`config.mk`:
```
export PLATFORM = sky130hd
export DESIGN_NAME = mem_access_ctrl
export DESIGN_NICKNAME = d
export VERILOG_FILES = /design/src/rtl/mem_access_ctrl.sv
export SDC_FILE = /design/constraint.sdc
export NUM_CORES = 1
export LEC_CHECK = 0
export ABC_AREA = 1
export BUFFER_PORTS_ARGS = -buffer_cell sky130_fd_sc_hd__buf_2
export CORE_UTILIZATION = 35
export CTS_BUF_LIST = sky130_fd_sc_hd__clkbuf_4 sky130_fd_sc_hd__clkbuf_8
export DETAILED_ROUTE_END_ITERATION = 7
export GPL_TIMING_DRIVEN = 0
export HOLD_SLACK_MARGIN = 0.08
export PLACE_DENSITY_LB_ADDON = 0.2
export SYNTH_ARGS = -nofsm -noshare
export SYNTH_HDL_FRONTEND = slang
export SYNTH_SLANG_ARGS = --single-unit
```
`constraint.sdc`:
```
create_clock -name clk -period 3 [get_ports clk]
set_clock_uncertainty 0.2 [all_clocks]
set_input_delay 0.6 -clock clk [delete_from_list [all_inputs] [get_ports clk]]
set_output_delay 0.6 -clock clk [all_outputs]
set_load 0.05 [all_outputs]
```
`src/rtl/mem_access_ctrl.sv`:
```
// mem_access_ctrl: burst initiator for a 256x8 memory with separate write
// (mem_valid/mem_wr_en) and read (mem_ready/mem_rd_en) qualifiers.
// Host commands carry a start address and a beat count. Write beats stream in
// on wdata, and read beats stream out on rsp_*.
// Optional build macro: MEM_CTRL_VERIFY_EN enables a read-back check after
// each write beat. When it is set, mismatches set the sticky verify_err.
module mem_access_ctrl #(
  parameter int ADDR_WIDTH = 8,
  parameter int DATA_WIDTH = 8,
  parameter int LEN_WIDTH  = 8
) (
  input  logic                  clk,
  input  logic                  rst,
  input  logic                  cmd_valid,
  output logic                  cmd_ready,
  input  logic                  cmd_wr,
  input  logic [ADDR_WIDTH-1:0] cmd_addr,
  input  logic [LEN_WIDTH-1:0]  cmd_len,
  input  logic                  wdata_valid,
  output logic                  wdata_ready,
  input  logic [DATA_WIDTH-1:0] wdata,
  output logic                  rsp_valid,
  input  logic                  rsp_ready,
  output logic [DATA_WIDTH-1:0] rsp_data,
  output logic                  rsp_last,
  output logic                  mem_valid,
  output logic                  mem_wr_en,
  output logic [ADDR_WIDTH-1:0] mem_wr_addr,
  output logic [DATA_WIDTH-1:0] mem_wr_data,
  output logic                  mem_ready,
  output logic                  mem_rd_en,
  output logic [ADDR_WIDTH-1:0] mem_rd_addr,
  input  logic [DATA_WIDTH-1:0] mem_rd_data,
  output logic                  busy,
  output logic                  verify_err
);

  typedef enum logic [2:0] {
    IDLE, WR, RD_ISSUE, RD_WAIT, RD_RSP, WR_VFY, VFY_WAIT
  } state_t;

  localparam logic [ADDR_WIDTH-1:0] ADDR_ONE  = {{(ADDR_WIDTH-1){1'b0}}, 1'b1};
  localparam logic [LEN_WIDTH:0]    BEATS_ONE = {{LEN_WIDTH{1'b0}}, 1'b1};

  state_t                state_q, state_d;
  logic [ADDR_WIDTH-1:0] addr_q;
  logic [LEN_WIDTH:0]    beats_q;
  logic [DATA_WIDTH-1:0] rsp_data_q;
  logic [ADDR_WIDTH-1:0] wr_addr_q;
  logic [DATA_WIDTH-1:0] wr_data_q;
  logic [ADDR_WIDTH-1:0] rd_addr_q;
  logic                  last_beat;
  logic                  wr_beat;
  logic                  rd_done;

  assign last_beat = (beats_q == BEATS_ONE);
  // Reset gates every strobe so an aborted burst never touches memory again.
  assign wr_beat   = (state_q == WR) && wdata_valid && !rst;
  assign rd_done   = (state_q == RD_RSP) && rsp_ready;

  // State register.
  always_ff @(posedge clk) begin
    if (rst) state_q <= IDLE;
    else     state_q <= state_d;
  end

  // Next-state selection.
  always_comb begin
    state_d = state_q;
    case (state_q)
      IDLE:     if (cmd_valid) state_d = cmd_wr ? WR : RD_ISSUE;
`ifdef MEM_CTRL_VERIFY_EN
      WR:       if (wdata_valid) state_d = WR_VFY;
      WR_VFY:   state_d = VFY_WAIT;
      VFY_WAIT: state_d = (beats_q == '0) ? IDLE : WR;
`else
      WR:       if (wdata_valid && last_beat) state_d = IDLE;
`endif
      RD_ISSUE: state_d = RD_WAIT;
      RD_WAIT:  state_d = RD_RSP;
      RD_RSP:   if (rsp_ready) state_d = last_beat ? IDLE : RD_ISSUE;
      default:  state_d = IDLE;
    endcase
  end

  // Burst address/beat counters, read capture, and held strobe addresses/data.
  always_ff @(posedge clk) begin
    if (rst) begin
      addr_q     <= '0;
      beats_q    <= '0;
      rsp_data_q <= '0;
      wr_addr_q  <= '0;
      wr_data_q  <= '0;
      rd_addr_q  <= '0;
    end else begin
      if (state_q == IDLE && cmd_valid) begin
        addr_q  <= cmd_addr;
        beats_q <= {1'b0, cmd_len} + BEATS_ONE;
      end
      if (wr_beat || rd_done) begin
        addr_q  <= addr_q + ADDR_ONE;
        beats_q <= beats_q - BEATS_ONE;
      end
      if (wr_beat) begin
        wr_addr_q <= addr_q;
        wr_data_q <= wdata;
      end
      if (state_q == RD_ISSUE) rd_addr_q <= addr_q;
`ifdef MEM_CTRL_VERIFY_EN
      if (state_q == WR_VFY) rd_addr_q <= wr_addr_q;
`endif
      if (state_q == RD_WAIT) rsp_data_q <= mem_rd_data;
    end
  end

`ifdef MEM_CTRL_VERIFY_EN
  logic verify_err_q;

  // Sticky read-back mismatch; the written beat is still held in wr_data_q.
  always_ff @(posedge clk) begin
    if (rst) verify_err_q <= 1'b0;
    else if (state_q == VFY_WAIT && mem_rd_data != wr_data_q) verify_err_q <= 1'b1;
  end

  assign verify_err = verify_err_q;
`else
  assign verify_err = 1'b0;
`endif

  // Handshake and memory strobe outputs decoded from the current state.
  always_comb begin
    cmd_ready   = (state_q == IDLE);
    busy        = (state_q != IDLE);
    wdata_ready = 1'b0;
    rsp_valid   = 1'b0;
    rsp_last    = 1'b0;
    rsp_data    = rsp_data_q;
    mem_valid   = 1'b0;
    mem_wr_en   = 1'b0;
    mem_wr_addr = wr_addr_q;
    mem_wr_data = wr_data_q;
    mem_ready   = 1'b0;
    mem_rd_en   = 1'b0;
    mem_rd_addr = rd_addr_q;
    case (state_q)
      WR: begin
        wdata_ready = !rst;
        if (wr_beat) begin
          mem_valid   = 1'b1;
          mem_wr_en   = 1'b1;
          mem_wr_addr = addr_q;
          mem_wr_data = wdata;
        end
      end
      RD_ISSUE: begin
        mem_ready   = !rst;
        mem_rd_en   = !rst;
        mem_rd_addr = addr_q;
      end
      RD_RSP: begin
        rsp_valid = 1'b1;
        rsp_last  = last_beat;
      end
`ifdef MEM_CTRL_VERIFY_EN
      WR_VFY: begin
        mem_ready   = !rst;
        mem_rd_en   = !rst;
        mem_rd_addr = wr_addr_q;
      end
`endif
      default: ;
    endcase
  end

endmodule
```
# [Word-level counts from Yosys, hierarchy flattened]
# Index checks and enable logic that the tools add are counted.
[word_totals] register_bits=52 latchBits=0 mem_bits_rw=0 romBits=0 inputBits=38 elab_cells=50 n_memories=0
[op_classes] add_sub_neg=3 multipliers=0 div_mod_pow=0 order_cmp=0 n_eq_ne=8 n_shift=0 muxes=21 n_bitwise=0 reduce_logical=11
[ops] cell="8-bit two-way mux" n=7
[ops] cell="9-bit two-way mux" n=2
[ops] cell="3-bit case mux with 5 select lines" n=1
[ops] cell="8-bit by 1-bit adder with 9-bit output, second input constant" n=1
[ops] cell="9-bit by 1-bit == test with 1-bit output, second input constant" n=1
[ops] cell="3-bit two-way mux" n=3
[ops] cell="9-bit by 1-bit subtractor with 9-bit output, second input constant" n=1
[ops] cell="8-bit by 1-bit adder with 8-bit output, second input constant" n=1
[ops] cell="3-bit by 2-bit == test with 1-bit output, second input constant" n=2
[ops] cell="1-bit two-way mux" n=6
[ops] cell="1-bit logical AND" n=5
[ops] cell="2-bit two-way mux" n=2
[ops] cell="2-bit != test, second input constant" n=2
[ops] cell="3-bit by 1-bit == test with 1-bit output, second input constant" n=1
[ops] cell="3-bit == test, second input constant" n=1
[ops] cell="3-bit zero test" n=1
[ops] cell="3-bit AND reduction" n=1
[ops] cell="3-bit nonzero test" n=1
[ops] cell="2-bit by 1-bit != test with 1-bit output, second input constant" n=1
[ops] cell="2-bit nonzero test" n=1
[ops] cell="1-bit zero test" n=1
[ops] cell="1-bit logical OR" n=1

# [Logic depth before layout (Yosys ltp)]
[depth] word_depth=5 mapped_depth=10

# [Worst setup path after synthesis]
# No wires, ideal clock.
[synth_path] kind="input -> output" from="in rst" to="out mem_wr_addr[0]" arrival_ps=2154 t_required_ps=2200 slack_ps=46 stages=4 path_cell_list="buf_2 > inv_1 > nand4_4 > o21ai_0"
[synth_via] elab_chain_cells=4
[synth_lines] element="start, declared" line="13" rtl="input logic rst,"
[synth_lines] element="1-bit zero test" line="58" rtl="assign wr_beat = (state_q == WR) && wdata_valid && !rst;"
[synth_lines] element="1-bit logical AND" line="58"
[synth_lines] element="8-bit two-way mux"
[synth_lines] element="8-bit two-way mux" line="145" rtl="case (state_q)"
[synth_lines] element="end, declared" line="28" rtl="output logic [ADDR_WIDTH-1:0] mem_wr_addr,"
# Every way passes these cells.

# [Worst setup path in the final report]
[layout_path] from="reg state_q[1]" to="out mem_rd_addr[2]"
[layout_via] elab_chain_cells=2
[layout_lines] element="start, declared" line="45" rtl="state_t state_q, state_d;"
[layout_lines] element="start signal, assigned" line="64" rtl="else state_q <= state_d;"
[layout_lines] element="3-bit by 2-bit == test with 1-bit output" line="145"
[layout_lines] element="8-bit two-way mux" line="145"
[layout_lines] element="end, declared" line="32" rtl="output logic [ADDR_WIDTH-1:0] mem_rd_addr,"
# Every way passes these cells.

==> results.md <==
- Synth Area in Compound Gates: 0.128
- Final Power: 0.00193 W
- Worst Hold Launch: wr_data_q[6]
- Pint: 0.00115 W
- Clk sinks: 52
- Num CTS Buffers: 5
- Period utilization: 0.914
- Net Sw Frac: 0.405
- Slew headroom: 0.613
- Share of layout cells above drive strength 1: 0.219
- Register area share after synthesis: 0.377
- Final Hold Viols: 0
- Area Overhead vs Synth: 22.1%
- Largest family of logic cells by synthesized area: simple AND/OR/NAND/NOR gates
- Core Area: 7690 µm²
- Die Wd: 90.8 µm
- Global Route Usage Sum: 0.180
- Gate power share: 0.367
- DIE HEIGHT: 90.8 µm
- Worst-skew pair later-pin latency: 0.30 ns
- DR pass1 iterations: 4
- Post-route cell area: 3370 µm²
- Final #Nets: 547
- Cell Area, Synth: 2760 µm²
- CP bufs+invs: 5
- Status: complete, no violations
- Final wirelength: 7.26 mm
- Via/cell ratio: 4.64
- Peak supply drop: 0.000246 V
- Lkg Pwr: 1.79 nW
- Grt total ovfl: 0
- Crit-path most repeated cell: buf_2
- Commonest non-fill, non-tap cell in the layout: nand2_1
- I/O Pins: 80
- Post-DP HPWL: 5.45 mm
- Type of destination of the critical path: output pin
- Setup TNS Final: 0 ns
- CP Class: register to output pin
- Clock root buffer: clkbuf_8
- Crit Path Max Fanout: 10
- Slew Viols, Final: 0
- Gates resized, CTS repair: 0
- Avg Inst Size Synth: 6.56 µm²
- Max cap viols: 0
- Synth cell types: 28
- Slew @ Worst Pin: 0.580 ns
- Finish-stage setup viols: 0
- Slowest Stage Delay on Critical Path: 0.40 ns
- HP Class: register to register
- Crit path DAT: 1.94 ns
- TritonCTS clock tree: done
- Final Wtd Congestion: 0.847
- Final min period: 2.74 ns
- Vias: 2820
- First-pass GRT wire length: 12.0 mm
- FF-to-FF Start: state_q[1]
- PortBufs: 77
- NetSw: 0.000781 W
- Most frequent cells in the layout: 102 x nand2_1, 86 x buf_2, 61 x inv_1, 52 x dfxtp_1, 45 x nor2_1
- H-tree levels: 2
- Hold bufs inserted after CTS: 0
- Fillers: 846
- Number of global-route vias before repair: 2578
- Sequential Area: 1040 µm²
- Sequence of cells on the critical path: inv_1 -> nor2_1 -> nand2_1 -> inv_1 -> buf_2 -> buf_2 -> a21oi_1 -> buf_2
- Ys Warns: 0
- Hold WS: 0.280 ns
- Crit-path leading delay family: buffers and inverters
- Largest net degree at the start of global routing: 17
- Rows: 32
- Synth Instances: 421
- Fmax: 365 MHz
- Worst Path Required: 2.20 ns
- Worst setup path startpoint: state_q[1]
- Max Root-Sink Buffers: 2
- Routed len/inst: 11.9 µm
- FF+latch count, synth: 52
- Synth Area in Simple Gates: 0.341
- Antenna diodes: 0
- Seq pwr share: 0.410
- Clock power share: 0.223
- Syn_nets: 463
- Detail Route Antenna Nets: 0
- CP max-delay cell: dfxtp_1
- Worst-path clk slew: 0.10 ns
- P per Cell Area: 572 nW/µm²
- DRC: 0
- Adder-cell area share of the yosys netlist: 0.0181
- Post-synthesis xor/xnor area fraction: 0.0159
- Setup crit start kind: register
- Die area: 8250 µm²
- Footprint of the multi-input gates: 1390 µm²
- Setup bufs post-CTS: 0
- RSZ-0062 raised after global routing: no
- Initial DRC Count: 93
- Final WS setup: 0.258 ns
- Placed Instance Area: 3280 µm²
- Initial Util: 0.359
- Post-synthesis mux area share: 0
- Initial antenna violation count: 0
- Setup WS pre-CTS: 0.351 ns
## layout make-up
type / count / share of cell area
Tap cell: 102 / 0.0378
Sequential cell: 52 / 0.309
Inverter: 62 / 0.0690
Clock inverter: 2 / 0.00408
Clock buffer: 6 / 0.0245
Timing Repair Buffer: 77 / 0.114
Multi-Input combinational cell: 289 / 0.413
Buffer: 18 / 0.0289
## tightest hold or removal path, cell delays in order, from the launching register on
cell,delay (ns)
dfxtp_1,0.31
nand2_1,0.07
a21oi_1,0.06
## synthesized netlist by cell type
master	number	area (µm²)
buf_2	9	45.0
inv_1	61	229
nor3_1	2	10.0
nand2_2	1	6.26
a211oi_1	8	60.1
dfxtp_1	52	1040
o21ai_1	5	25.0
xnor2_1	1	8.76
or2_2	9	56.3
clkbuf_1	4	15.0
xor2_1	4	35.0
o31ai_1	1	7.51
o21ai_0	23	115
buf_4	5	37.5
ha_1	4	50.1
nand3_1	34	170
nand4_4	1	21.3
a21oi_1	25	125
nand2_1	102	383
conb_1	1	3.75
nor2_1	45	169
clkinv_1	1	3.75
o22ai_1	1	6.26
a31oi_1	1	6.26
a21boi_0	1	7.51
nor2_2	1	6.26
nand4_1	11	68.8
and2_1	8	50.1
## routing by layer
layer / vias to the layer above / part of all wire / global-route usage / wire length [µm]
met4: 0 / 0.012 / 0.0397 / 85
met2: 72 / 0.46 / 0.310 / 3330
met5: - / 0 / 0 / 0
li1: 1500 / - / - / -
met3: 7 / 0.060 / 0.0370 / 435
met1: 1241 / 0.47 / 0.231 / 3420
## power groups by stage
stage	sequential [W]	clock, W	combinational [W]
global placement	0.000804	0	0.000701
detailed placement	0.000806	0	0.000708
finish	0.000790	0.000430	0.000708
floorplan	0.000815	0	0.000528
global route	0.000798	0.000468	0.000788
CTS	0.000790	0.000445	0.000711
## logic make-up after synthesis
| logic type | count (synthesis) |
|---|---|
| XOR/XNOR | 5 |
| other | 1 |
| adder cells (fa/ha/maj) | 4 |
| flip-flops | 52 |
| AO/OA/AOI/OAI | 65 |
| buffers and inverters | 80 |
| AND/OR/NAND/NOR | 214 |
## registers in the layout, indices dropped and copies added (netlist names)
signal     cells
rsp_data       8
addr_q         8
beats_q        9
wr_data_q      8
wr_addr_q      8
rd_addr_q      8
state_q        3
## metrics by stage
| stage | util | std cells |
|---|---|---|
| after global routing | 0.439 | 608 |
| after detailed placement | 0.426 | 600 |
| after CTS | 0.439 | 608 |
| after global placement | 0.426 | 600 |
| after floorplan | - | 421 |
| final | 0.439 | 608 |
## path summary, 6_finish.rpt
path | to | slack (ns) | cells past startpoint
max | mem_rd_addr[2] | 0.26 | 8
min | wr_data_q[6] | 0.28 | 2
max reg2reg | beats_q[1] | 1.17 | 7
min reg2reg | wr_data_q[6] | 0.28 | 2
Power figures use the tool's default switching activity.
